===== src/rtl/f_pc_ctrl.sv =====
// F-stage program-counter sequencer: picks the next fetch PC and buffers stalled redirects.
// Optional macro PC_RANGE_CHECK_EN adds a [TEXT_LO, TEXT_HI] window to the fetch address error.
//
// state | meaning
// RUN   | no redirect buffered; pc follows sequential/redirect sources
// PEND  | redirect captured under stall, held in pend_target until stall drops
module f_pc_ctrl #(
   parameter logic [31:0] RESET_PC   = 32'h0000_3000,
   parameter logic [31:0] HANDLER_PC = 32'h0000_4180,
   parameter logic [31:0] TEXT_LO    = 32'h0000_3000,
   parameter logic [31:0] TEXT_HI    = 32'h0000_6FFF
) (
   input  logic        clk,
   input  logic        reset,
   input  logic        stall,
   input  logic        exc_req,
   input  logic        eret_req,
   input  logic [31:0] epc,
   input  logic        br_valid,
   input  logic [31:0] br_target,
   output logic [31:0] pc,
   output logic        exc_adel,
   output logic        pend,
   output logic        redirect
);

   typedef enum logic {RUN = 1'b0, PEND = 1'b1} state_t;

`ifdef PC_RANGE_CHECK_EN
   localparam logic RANGE_EN = 1'b1;
`else
   localparam logic RANGE_EN = 1'b0;
`endif

   state_t      state, state_nxt;
   logic [31:0] pc_nxt;
   logic [31:0] pend_target, pend_target_nxt;
   logic        redirect_nxt;
   logic        misalign, out_of_range;

   always_ff @(posedge clk) begin
      if (reset) begin
         state       <= RUN;
         pc          <= RESET_PC;
         pend_target <= '0;
         redirect    <= 1'b0;
      end else begin
         state       <= state_nxt;
         pc          <= pc_nxt;
         pend_target <= pend_target_nxt;
         redirect    <= redirect_nxt;
      end
   end

   always_comb begin
      state_nxt       = state;
      pc_nxt          = pc;
      pend_target_nxt = pend_target;
      redirect_nxt    = 1'b0;
      if (exc_req) begin
         pc_nxt          = HANDLER_PC;
         state_nxt       = RUN;
         pend_target_nxt = '0;
         redirect_nxt    = 1'b1;
      end else if (stall) begin
         // A newer request from the held D slot overwrites any earlier buffered one.
         if (eret_req) begin
            pend_target_nxt = epc;
            state_nxt       = PEND;
         end else if (br_valid) begin
            pend_target_nxt = br_target;
            state_nxt       = PEND;
         end
      end else if (state == PEND) begin
         // Same-cycle eret/branch belong to the instruction already buffered; ignore them.
         pc_nxt       = pend_target;
         state_nxt    = RUN;
         redirect_nxt = 1'b1;
      end else if (eret_req) begin
         pc_nxt       = epc;
         redirect_nxt = 1'b1;
      end else if (br_valid) begin
         pc_nxt       = br_target;
         redirect_nxt = 1'b1;
      end else begin
         pc_nxt = pc + 32'd4;
      end
   end

   always_comb begin
      pend         = (state == PEND);
      misalign     = (pc[1:0] != 2'b00);
      out_of_range = (pc < TEXT_LO) || (pc > TEXT_HI);
      // The slot under an eret is squashed, so it can never raise AdEL.
      exc_adel     = (misalign || (RANGE_EN && out_of_range)) && !eret_req;
   end

endmodule


===== config.mk =====
export PLATFORM = sky130hd
export DESIGN_NAME = f_pc_ctrl
export DESIGN_NICKNAME = d
export VERILOG_FILES = /design/src/rtl/f_pc_ctrl.sv
export SDC_FILE = /design/constraint.sdc
export NUM_CORES = 1
export LEC_CHECK = 0
export CAP_MARGIN = 5
export CORE_UTILIZATION = 49
export DETAILED_ROUTE_END_ITERATION = 8
export PLACE_DENSITY = 0.8
export SETUP_SLACK_MARGIN = 0.3
export SLEW_MARGIN = 20
export SYNTH_ARGS = -nofsm -noshare
export SYNTH_HDL_FRONTEND = slang
export SYNTH_SLANG_ARGS = --single-unit

===== constraint.sdc =====
create_clock -name clk -period 2.3 [get_ports clk]
set_input_delay 0.69 -clock clk [delete_from_list [all_inputs] [get_ports clk]]
set_output_delay 0.69 -clock clk [all_outputs]
set_load 0.01 [all_outputs]

# Word level (Yosys, flattened, before mapping)
# Index checks and enable logic that the tools add are counted.
classes:
  addsub: 1
  eq_ne: 1
  n_mux: 14
  bitwise: 1
  n_reduce_logical: 7
op_table:
  columns: ["cell", "n"]
  rows:
  - ["$mux W32", 5]
  - ["$add A32 B3 Y32 const B", 1]
  - ["$mux W15", 2]
  - ["$mux W1", 7]
  - ["$reduce_bool A2 Y1", 2]
  - ["$reduce_or A3 Y1", 1]
  - ["$ne A2 B1 Y1 const B", 1]
  - ["$reduce_and A2 Y1", 1]
  - ["$reduce_or A2 Y1", 1]
  - ["$logic_and A1 B1 Y1", 1]
  - ["$logic_not A1 Y1", 1]
  - ["$not A1 Y1", 1]
word_totals:
  reg_bits: 66
  input_bits: 70
  output_inout_bits: 35

# Logic depth before layout (Yosys ltp)
# Gate-level depths: netlist (run 1).
logic_depth:
  depth_word: 6
  mapped_depth: 7
  ltp_nobuf: 6

# Least setup slack after synthesis (run 1)
# OpenSTA, ideal clock, no wires.
synth_path:
  path_type: "input port to output port"
  startpoint: "in eret_req"
  endpoint: "out exc_adel"
  arrival_time_ns: 1.426
  t_required_ns: 1.610
  setup_slack_ns: 0.184
  cell_stages: 4
  n_path_buf: 3
  cell_sequence: "buf_2 -> buf_2 -> buf_1 -> nor2_1"
synth_via:
  elab_chain_len: 2
synth_lines:
  columns: ["element", "line", "source"]
  rows:
  - ["start: declaration", "17", "input logic eret_req,"]
  - ["$logic_not A1 Y1", "95", "exc_adel = (misalign || (RANGE_EN && out_of_range)) && !eret_req;"]
  - ["$logic_and A1 B1 Y1", "95", null]
  - ["end: declaration", "22", "output logic exc_adel,"]
# No other way between the ends.

# Worst setup path in the final report (run 1)
layout_path:
  startpoint: "reg pc[18]"
  endpoint: "out pc[18]"
layout_lines:
  columns: ["element", "line", "source"]
  rows:
  - ["start: declaration", "21", "output logic [31:0] pc,"]
  - ["start signal: assignment", "49", "pc <= pc_nxt;"]
# No word-level cell between the ends.

==> metrics.yaml, run 1 <==
status:
  outcome: "complete, no violations"
hold_path:
  hold_path_depth: 2
  min_from: "pend_target[6]$_SDFFE_PP0P_"
  min_path_type: "reg2reg"
  holdPathEnd: "pc[6]$_SDFFE_PP0N_"
clocking:
  clk_pin_slew_worst_paths_ps: 80
  clkSinkCount: 66
  numCtsBuffers: 9
  max-clock-path-buffers: 2
  htreeDepth: 3
  hold_buffers: 0
  clk_latency_ps: 350
  root_buffer: "clkbuf_8"
  cts_tree: "yes"
setup_path:
  r2r_slack_ps: 390
  crit_family: "buffers and inverters"
  path_buf_inv: 1
  path_max_fanout: 6
  cpMaxStageDelayCell: "clkdlybuf4s50_1"
  cp-start-kind: "flop"
  crit_type: "reg2out"
  worstPathCellList: "clkdlybuf4s50_1"
  reg2reg_from: "pc[3]$_SDFFE_PP0N_"
  cp.arrival_ps: 1300
  worstRegToRegCells: 6
  r2r_end: "pc[20]$_SDFFE_PP0N_"
  cpPeakStageDelay_ps: 570
  worstPathRequired_ps: 1610
  cp-end-kind: "output port"
grt:
  grt_pass1_wl_mm: 22.31
  antenna_found_initial: 0
  grt_max_degree: 36
  track_usage_pct: 33.59
  grt_pass1_vias: 4379
  grt_overflow: 0
drt:
  wire_per_inst_um: 18.72
  ant_nets: 0
  drc: 0
  drtIter0Drc: 372
  wirelength_mm: 13.89
  viasPerCell: 6.162
  drtPass1Iterations: 5
  via_count: 4572
synthesis:
  ys_warn_count: 0
  async_flop_share_pct: 0
  synth_edf_count: 0
  synth_top_area_share_pct: 32.99
  synth.cell_area_um2: 4005
  ys.flop_type: "dfxtp_1"
  synth_area_per_cell_um2: 7.915
  synth-seq-cells: 66
  synth_fp_nets: 577
  ys_top_cells_by_area: "dfxtp_1 (33%), mux2i_1 (6.7%), nor2_1 (5.5%)"
  ys_types: 55
  yosysSeqAreaShare_pct: 32.99
  synth_top_area_cell: "dfxtp_1"
  synthCells: 506
sta:
  setup_viol: 0
  worstMarginPinSlew_ps: 457.7
  maxSlewHeadroom_pct: 69.30
  clock.fmax_mhz: 501.5
  hold_viol: 0
  period_minus_slack_ps: 1994
  whs_ps: 483.4
  rsz0062_at_grt: "false"
  post-route-period-util_pct: 86.69
  maxSlewViolCount: 0
  skew_ps: 14.17
power:
  p_per_area_nw_per_um2: 526.2
  p_sw_share_pct: 28.51
  p_sw_mw: 0.8645
  p_comb_share_pct: 21.5
  p_int_mw: 2.167
  clkPwrFrac_pct: 37.4
  ir_worst_vdd_uv: 402.8
  p_leak_nw: 2.313
  pwr-share-seq_pct: 41.1
cells_and_area:
  layout_commonest_cell: "clkdlybuf4s50_1"
  fin_cells: 742
  drive_gt1_share_pct: 17.81
  multi_input_area_um2: 2532
  fin_nets: 706
  fillers: 643
  final_cell_mix: "clkdlybuf4s50_1 (79), nor2_1 (55), buf_4 (49)"
  diodes: 0
  area_growth_pct: 43.86
  seqCellArea_um2: 1355
floorplan:
  initial_core_util_pct: 51.30
  die_w_um: 92.41
  io_pins: 105
  core_area_um2: 7807
  die-height_um: 92.41
  rows: 32
  die_area_um2: 8540
placed_design:
  gp_congestion: 0.9042
  dp_cells: 725
  port_buffers: 104
  dp_hpwl_mm: 10.35
run:
  cap_violations: 0
## layer usage
layer | share of wire, % | track usage [%]
met4 | 2.8 | 14.58
met5 | 0 | 0
met3 | 6.6 | 4.680
met1 | 43 | 45.12
met2 | 47 | 53.58
## worst max path at each step
| stage | end | cells after the start | start |
|---|---|---|---|
| 3_5_place_dp | pc[18]$_SDFFE_PP0N_ | 7 | stall |
| 6_report | pc[18] | 1 | pc[18]$_SDFFE_PP0N_ |
| 3_3_place_gp | pc[27]$_SDFFE_PP0N_ | 5 | stall |
| 5_1_grt | pc[18] | 1 | pc[18]$_SDFFE_PP0N_ |
| 4_1_cts | pc[14] | 1 | pc[14]$_SDFFE_PP0P_ |
| 2_1_floorplan | exc_adel | 4 | eret_req |
## synthesized netlist by cell type (all sizes together), types with 8 or more instances
master	instances
inv	10
nand4	9
o21ai	39
a31oi	8
clkbuf	24
buf	16
nor2	59
a211oi	28
nand3	12
dfxtp	66
a221oi	13
xnor2	13
a21oi	40
nand2	29
nor3	19
mux2i	27
## layout make-up
type                            count  area share, %
Multi-Input combinational cell    389          43.95
Timing Repair Buffer              158          25.67
Sequential cell                    66          23.52
Clock buffer                       10          2.389
Tap cell                          102          2.215
Clock inverter                      6          1.542
Inverter                           11         0.7166
## repair_timing
action / CTS / global route
setup buffers: 0 / 1
pin swaps: 0 / 1
endpoints found under the setup margin: 45 / 49
gates resized for setup: 44 / 17
## metrics by stage
stage	setup WS [ps]	instance area, µm²	total power [mW]	utilization (%)	TNS [ps]
after floorplan	312.1	4014	1.561	-	0
after global placement	-73.13	5451	1.898	69.82	-600.6
after detailed placement	-125.5	5451	1.912	69.82	-1704
after CTS	301.7	5710	3.019	73.14	0
after global routing	301.3	5762	3.140	73.80	0
final	306.1	5762	3.032	73.80	0
## state kept, by name (all words and copies together) (netlist names), named ones only
name / count
pc: 30
pend_target: 32
redirect: 1
pend: 1
## power by group through the flow
stage | logic, mW | clock network (mW) | registers [mW]
after global routing | 0.702 | 1.19 | 1.25
after global placement | 0.630 | 0 | 1.27
after floorplan | 0.287 | 0 | 1.27
after detailed placement | 0.643 | 0 | 1.27
after CTS | 0.640 | 1.14 | 1.24
final | 0.651 | 1.13 | 1.25
## kinds of logic (layout without fill, tap and decap cells)
group | count (synthesis) | count (layout) | synth area share [%]
fa+ha+maj | 1 | 1 | 0.3124
flops | 66 | 66 | 32.99
buf+inv | 51 | 185 | 5.217
xor+xnor | 17 | 17 | 3.718
compound gates | 177 | 177 | 29.55
simple gates | 167 | 167 | 21.46
mux | 27 | 27 | 6.748
No activity file was read; power rests on OpenSTA's default activity.
==> run 2, diff against run 1 <==
--- a/config.mk
+++ b/config.mk
@@ -6,6 +6,7 @@
 export NUM_CORES = 1
 export LEC_CHECK = 0
 export CAP_MARGIN = 5
+export CORE_MARGIN = 2
 export CORE_UTILIZATION = 49
 export DETAILED_ROUTE_END_ITERATION = 8
 export PLACE_DENSITY = 0.8
==> metrics.yaml, run 2 (synthesis gave the netlist of run 1 again) <==
drt:
  wl_met3_mm: 1.179  # was 922 µm
  ant_nets: 0  # unchanged
  drtPass1Iterations: 7  # was 5
  top_layer: "met4"  # unchanged
  via_count: 4603  # was 4572
  drtIter0Drc: 398  # was 372
  wirelength_mm: 13.92  # was 13.89 mm
  drc: 0  # unchanged
  dr_wl_met2_mm: 6.534  # was 6.556 mm
  wire_per_inst_um: 18.81  # was 18.72 µm
  viasPerCell: 6.220  # was 6.162
  met1_length_mm: 5.745  # was 6.025 mm
setup_path:
  crit_family: "buffers and inverters"  # unchanged
  cp-start-kind: "flop"  # unchanged
  cpMaxStageDelayCell: "clkdlybuf4s50_1"  # unchanged
  reg2reg_from: "pc[2]$_SDFFE_PP0N_"  # was pc[3]$_SDFFE_PP0N_
  path_max_fanout: 5  # was 6
  crit_type: "reg2out"  # unchanged
  cp.arrival_ps: 1280  # was 1300 ps
  cp-end-kind: "output port"  # unchanged
  path_buf_inv: 1  # unchanged
  r2r_slack_ps: 400  # was 390 ps
  worstPathRequired_ps: 1610  # about the same
  critPathLaunch: "pc[19]$_SDFFE_PP0N_"  # was pc[18]$_SDFFE_PP0N_
  r2r_end: "pc[19]$_SDFFE_PP0N_"  # was pc[20]$_SDFFE_PP0N_
  cpPeakStageDelay_ps: 550  # was 570 ps
  worstPathCellList: "clkdlybuf4s50_1"  # unchanged
  worstRegToRegCells: 6  # unchanged
sta:
  maxSlewViolCount: 0  # unchanged
  worstMarginPinSlew_ps: 382.0  # was 457.7 ps
  skew_ps: 11.55  # was 14.17 ps
  clock.fmax_mhz: 508.2  # was 501.5 MHz
  period_minus_slack_ps: 1968  # was 1994 ps
  rsz0062_at_grt: "false"  # unchanged
  maxSlewHeadroom_pct: 74.48  # was 69.30%
  setup_viol: 0  # unchanged
  post-route-period-util_pct: 85.56  # was 86.69%
  whs_ps: 471.3  # was 483.4 ps
  hold_viol: 0  # unchanged
cells_and_area:
  top_regs: "pend_target x32, pc x30"  # unchanged
  drive_gt1_share_pct: 17.87  # was 17.81%
  layout_commonest_cell: "clkdlybuf4s50_1"  # unchanged
  fin_cells: 740  # was 742
  fin_nets: 705  # was 706
  diodes: 0  # unchanged
  area_growth_pct: 44.55  # was 43.86%
  largest-register: "pend_target"  # unchanged
  final_cell_mix: "clkdlybuf4s50_1 (73), nor2_1 (56), buf_4 (47)"  # was clkdlybuf4s50_1 (79), nor2_1 (55), buf_4 (49)
  largest_register_ffs: 32  # unchanged
placed_design:
  port_buffers: 104  # unchanged
  gp_congestion: 0.9348  # was 0.9042
  dp_cells: 723  # was 725
  dp_hpwl_mm: 10.28  # was 10.35 mm
grt:
  antenna_found_initial: 0  # unchanged
  grt_overflow: 0  # unchanged
  grt_pass1_vias: 4479  # was 4379
  grt_pass1_wl_mm: 22.01  # was 22.31 mm
  grt_max_degree: 49  # was 36
  track_usage_pct: 32.00  # was 33.59%
clocking:
  numCtsBuffers: 9  # unchanged
  max-clock-path-buffers: 2  # unchanged
  clkSinkCount: 66  # unchanged
  htreeDepth: 3  # unchanged
  root_buffer: "clkbuf_8"  # unchanged
  hold_buffers: 0  # unchanged
  clk_pin_slew_worst_paths_ps: 80  # about the same
  cts_tree: "yes"  # unchanged
  clk_latency_ps: 350  # about the same
hold_path:
  hold_path_depth: 2  # unchanged
  min_from: "pend_target[5]$_SDFFE_PP0P_"  # was pend_target[6]$_SDFFE_PP0P_
  holdPathEnd: "pc[5]$_SDFFE_PP0N_"  # was pc[6]$_SDFFE_PP0N_
  min_path_type: "reg2reg"  # unchanged
floorplan:
  die_w_um: 94.41  # was 92.41 µm
  io_pins: 105  # unchanged
  rows: 32  # unchanged
  die_area_um2: 8913  # was 8540 µm²
  core_area_um2: 7807  # unchanged
  initial_core_util_pct: 51.30  # unchanged
  die-height_um: 94.41  # was 92.41 µm
power:
  total_power_mw: 2.893  # was 3.032 mW
  p_per_area_nw_per_um2: 499.6  # was 526.2 nW/µm²
  ir_worst_vdd_uv: 331.3  # was 402.8 µV
  p_leak_nw: 2.484  # was 2.313 nW
run:
  cap_violations: 0  # unchanged
status:
  outcome: "complete, no violations"  # unchanged
## run 2: through the flow
stage | util [%] | TNS [ps] | worst slack, ps | instance area [µm²]
6_report | 74.15 | 0 | 332.2 | 5789
5_1_grt | 74.15 | 0 | 286.8 | 5789
4_1_cts | 73.01 | 0 | 289.9 | 5700
3_5_place_dp | 69.79 | -2060 | -110.8 | 5449
3_3_place_gp | 69.79 | -675.7 | -64.50 | 5449
2_1_floorplan | - | 0 | 312.1 | 4014
## run 2: cell type report
type                            instances  area [µm²]
Clock inverter                          4       52.55
Fill cell                             590        2018
Inverter                               11       42.54
Tap cell                              102       127.6
Sequential cell                        66        1350
Clock buffer                           11       141.4
Multi-Input combinational cell        389        2546
Timing Repair Buffer                  157        1529
## run 2: tightest hold or removal path: stages, from the launching register on
cell and delay [ps]:
dfxtp_1 330, a32oi_1 50, o21ai_0 60
## run 2: metal layers
metal	global-route usage, %	vias up
met5	0	-
met4	16.30	0
met3	6.784	47
met2	52.02	248
met1	40.11	2152
li1	-	2156
## run 2: worst max-delay path by stage
stage / end / slack (ps) / cells past startpoint
finish: pc[19] / 330 / 1
global route: pc[31]$_SDFFE_PP0N_ / 290 / 7
CTS: pc[12]$_SDFFE_PP1P_ / 290 / 7
detailed placement: pend_target[26]$_SDFFE_PP0P_ / -110 / 7
global placement: pc[16]$_SDFFE_PP0N_ / -60 / 7
floorplan: exc_adel / 310 / 4
## run 2: what timing repair did
action                                  CTS  global route
pin swaps                                 1             1
buffers inserted                          0             2
gates resized for setup                  42            29
endpoints found under the setup margin   52            59
## run 2: power by group
part / total [mW] / internal [mW] / switching, mW
Sequential: 1.25 / 1.20 / 0.0505
Clock: 0.987 / 0.524 / 0.462
Combinational: 0.658 / 0.336 / 0.322
==> run 3, diff against run 2 <==
--- a/config.mk
+++ b/config.mk
@@ -10,6 +10,7 @@
 export CORE_UTILIZATION = 49
 export DETAILED_ROUTE_END_ITERATION = 8
 export PLACE_DENSITY = 0.8
+export RECOVER_POWER = 100
 export SETUP_SLACK_MARGIN = 0.3
 export SLEW_MARGIN = 20
 export SYNTH_ARGS = -nofsm -noshare
==> metrics.yaml, run 3 (synthesis gave the netlist of run 1 again) <==
sta:
  maxSlewHeadroom_pct: 58.06  # was 74.48%
  skew_ps: 9.557  # was 11.55 ps
  post-route-period-util_pct: 89.82  # was 85.56%
  setup_tns_ps: 0  # unchanged
  clock.fmax_mhz: 484.1  # was 508.2 MHz
  maxSlewViolCount: 0  # unchanged
  rsz0062_at_grt: "false"  # unchanged
  whs_ps: 471.2  # was 471.3 ps
  setup_viol: 0  # unchanged
  hold_viol: 0  # unchanged
  layout_setup_ws_ps: 234.2  # was 332.2 ps
  worstMarginPinSlew_ps: 629.1  # was 382.0 ps
  period_minus_slack_ps: 2066  # was 1968 ps
drt:
  drtPass1Iterations: 5  # was 7
  drtIter0Drc: 369  # was 398
  ant_nets: 0  # unchanged
  via_count: 4605  # was 4603
  wirelength_mm: 13.93  # was 13.92 mm
  drc: 0  # unchanged
  wire_per_inst_um: 18.83  # was 18.81 µm
  viasPerCell: 6.223  # was 6.220
cells_and_area:
  fin_util_pct: 72.82  # was 74.15%
  fin_cells: 740  # unchanged
  top_regs: "pend_target x32, pc x30"  # unchanged
  final_cell_mix: "clkdlybuf4s50_1 (64), nor2_1 (58), dfxtp_1 (54)"  # was clkdlybuf4s50_1 (73), nor2_1 (56), buf_4 (47)
  drive_gt1_share_pct: 14.42  # was 17.87%
  layout_commonest_cell: "clkdlybuf4s50_1"  # unchanged
  area_growth_pct: 41.96  # was 44.55%
  largest-register: "pend_target"  # unchanged
  largest_register_ffs: 32  # unchanged
  finalInstanceArea_um2: 5685  # was 5789 µm²
  diodes: 0  # unchanged
  fin_nets: 705  # unchanged
power:
  clkPwrFrac_pct: 34.2  # was 34.1%
  p_per_area_nw_per_um2: 505.6  # was 499.6 nW/µm²
  p_sw_mw: 0.8296  # was 0.8350 mW
  total_power_mw: 2.875  # was 2.893 mW
  p_int_mw: 2.045  # was 2.058 mW
  p_sw_share_pct: 28.86  # was 28.87%
  p_comb_share_pct: 22.4  # was 22.7%
  ir_worst_vdd_uv: 331.2  # was 331.3 µV
  p_leak_nw: 2.266  # was 2.484 nW
  pwr-share-seq_pct: 43.4  # was 43.1%
grt:
  grt_pass1_wl_mm: 22.01  # unchanged
  antenna_found_initial: 0  # unchanged
  grt_overflow: 0  # unchanged
  grt_pass1_vias: 4479  # unchanged
  track_usage_pct: 32.00  # unchanged
  grt_max_degree: 49  # unchanged
placed_design:
  placed_area_um2: 5449  # unchanged
  gp_congestion: 0.9348  # unchanged
  dp_hpwl_mm: 10.28  # unchanged
  pre_cts_ws_ps: -110.8  # unchanged
  port_buffers: 104  # unchanged
  dp_cells: 723  # unchanged
floorplan:
  die-height_um: 94.41  # unchanged
  rows: 32  # unchanged
  io_pins: 105  # unchanged
  core_area_um2: 7807  # unchanged
  initial_core_util_pct: 51.30  # unchanged
  die_area_um2: 8913  # unchanged
  die_w_um: 94.41  # unchanged
status:
  outcome: "complete, no violations"  # unchanged
setup_path:
  cp-start-kind: "flop"  # unchanged
  path_buf_inv: 1  # unchanged
  crit_family: "buffers and inverters"  # unchanged
  worstPathCellList: "dlygate4sd3_1"  # was clkdlybuf4s50_1
  cp-end-kind: "output port"  # unchanged
  worst-path-stages: 1  # unchanged
  cpPeakStageDelay_ps: 630  # was 550 ps
  crit_type: "reg2out"  # unchanged
  worstRegToRegCells: 6  # unchanged
  r2r_slack_ps: 310  # was 400 ps
  cpMaxStageDelayCell: "dlygate4sd3_1"  # was clkdlybuf4s50_1
  worstPathRequired_ps: 1610  # about the same
  path_max_fanout: 5  # unchanged
  cp.arrival_ps: 1380  # was 1280 ps
clocking:
  htreeDepth: 3  # unchanged
  max-clock-path-buffers: 2  # unchanged
  clk_pin_slew_worst_paths_ps: 80  # about the same
  cts_tree: "yes"  # unchanged
  numCtsBuffers: 9  # unchanged
  clkSinkCount: 66  # unchanged
  clk_latency_ps: 350  # about the same
  root_buffer: "clkbuf_8"  # unchanged
hold_path:
  min_path_type: "reg2reg"  # unchanged
  hold_path_depth: 2  # unchanged
run:
  cap_violations: 0  # unchanged
run 3: repair_timing:
item                       in CTS  in global routing
setup endpoints to repair      52                 59
pin swaps                       1                  1
buffers inserted                0                  2
hold buffers                    0                  0
gates resized for setup        42                 29
run 3: final cells by class:
class	instances	area (µm²)
Clock buffer	11	141.4
Timing Repair Buffer	157	1469
Clock inverter	4	52.55
Inverter	11	42.54
Multi-Input combinational cell	389	2514
Sequential cell	66	1339
Tap cell	102	127.6
Fill cell	621	2122
run 3: layer usage:
metal / share of wire, % / routed length [µm] / GRT usage [%] / vias up
li1: - / - / - / 2153
met1: 41 / 5744 / 40.11 / 2171
met2: 47 / 6536 / 52.02 / 239
met3: 8.6 / 1193 / 6.784 / 42
met4: 3.3 / 458 / 16.30 / 0
met5: 0 / 0 / 0 / -
run 3: final timing paths:
kind                                             to                   startpoint
worst max-delay path                          pc[3]           pc[3]$_SDFFE_PP0N_
worst min-delay path             pc[5]$_SDFFE_PP0N_  pend_target[5]$_SDFFE_PP0P_
worst max register to register  pc[23]$_SDFFE_PP0N_           pc[2]$_SDFFE_PP0N_
worst min register to register   pc[5]$_SDFFE_PP0N_  pend_target[5]$_SDFFE_PP0P_
run 3: power by group through the flow:
stage               logic [mW]  clock network (mW)  registers (mW)
floorplan                0.287                   0            1.27
global placement         0.626                   0            1.27
detailed placement       0.643                   0            1.27
CTS                      0.649               0.984            1.25
global route             0.693                1.05            1.25
finish                   0.645               0.983            1.25
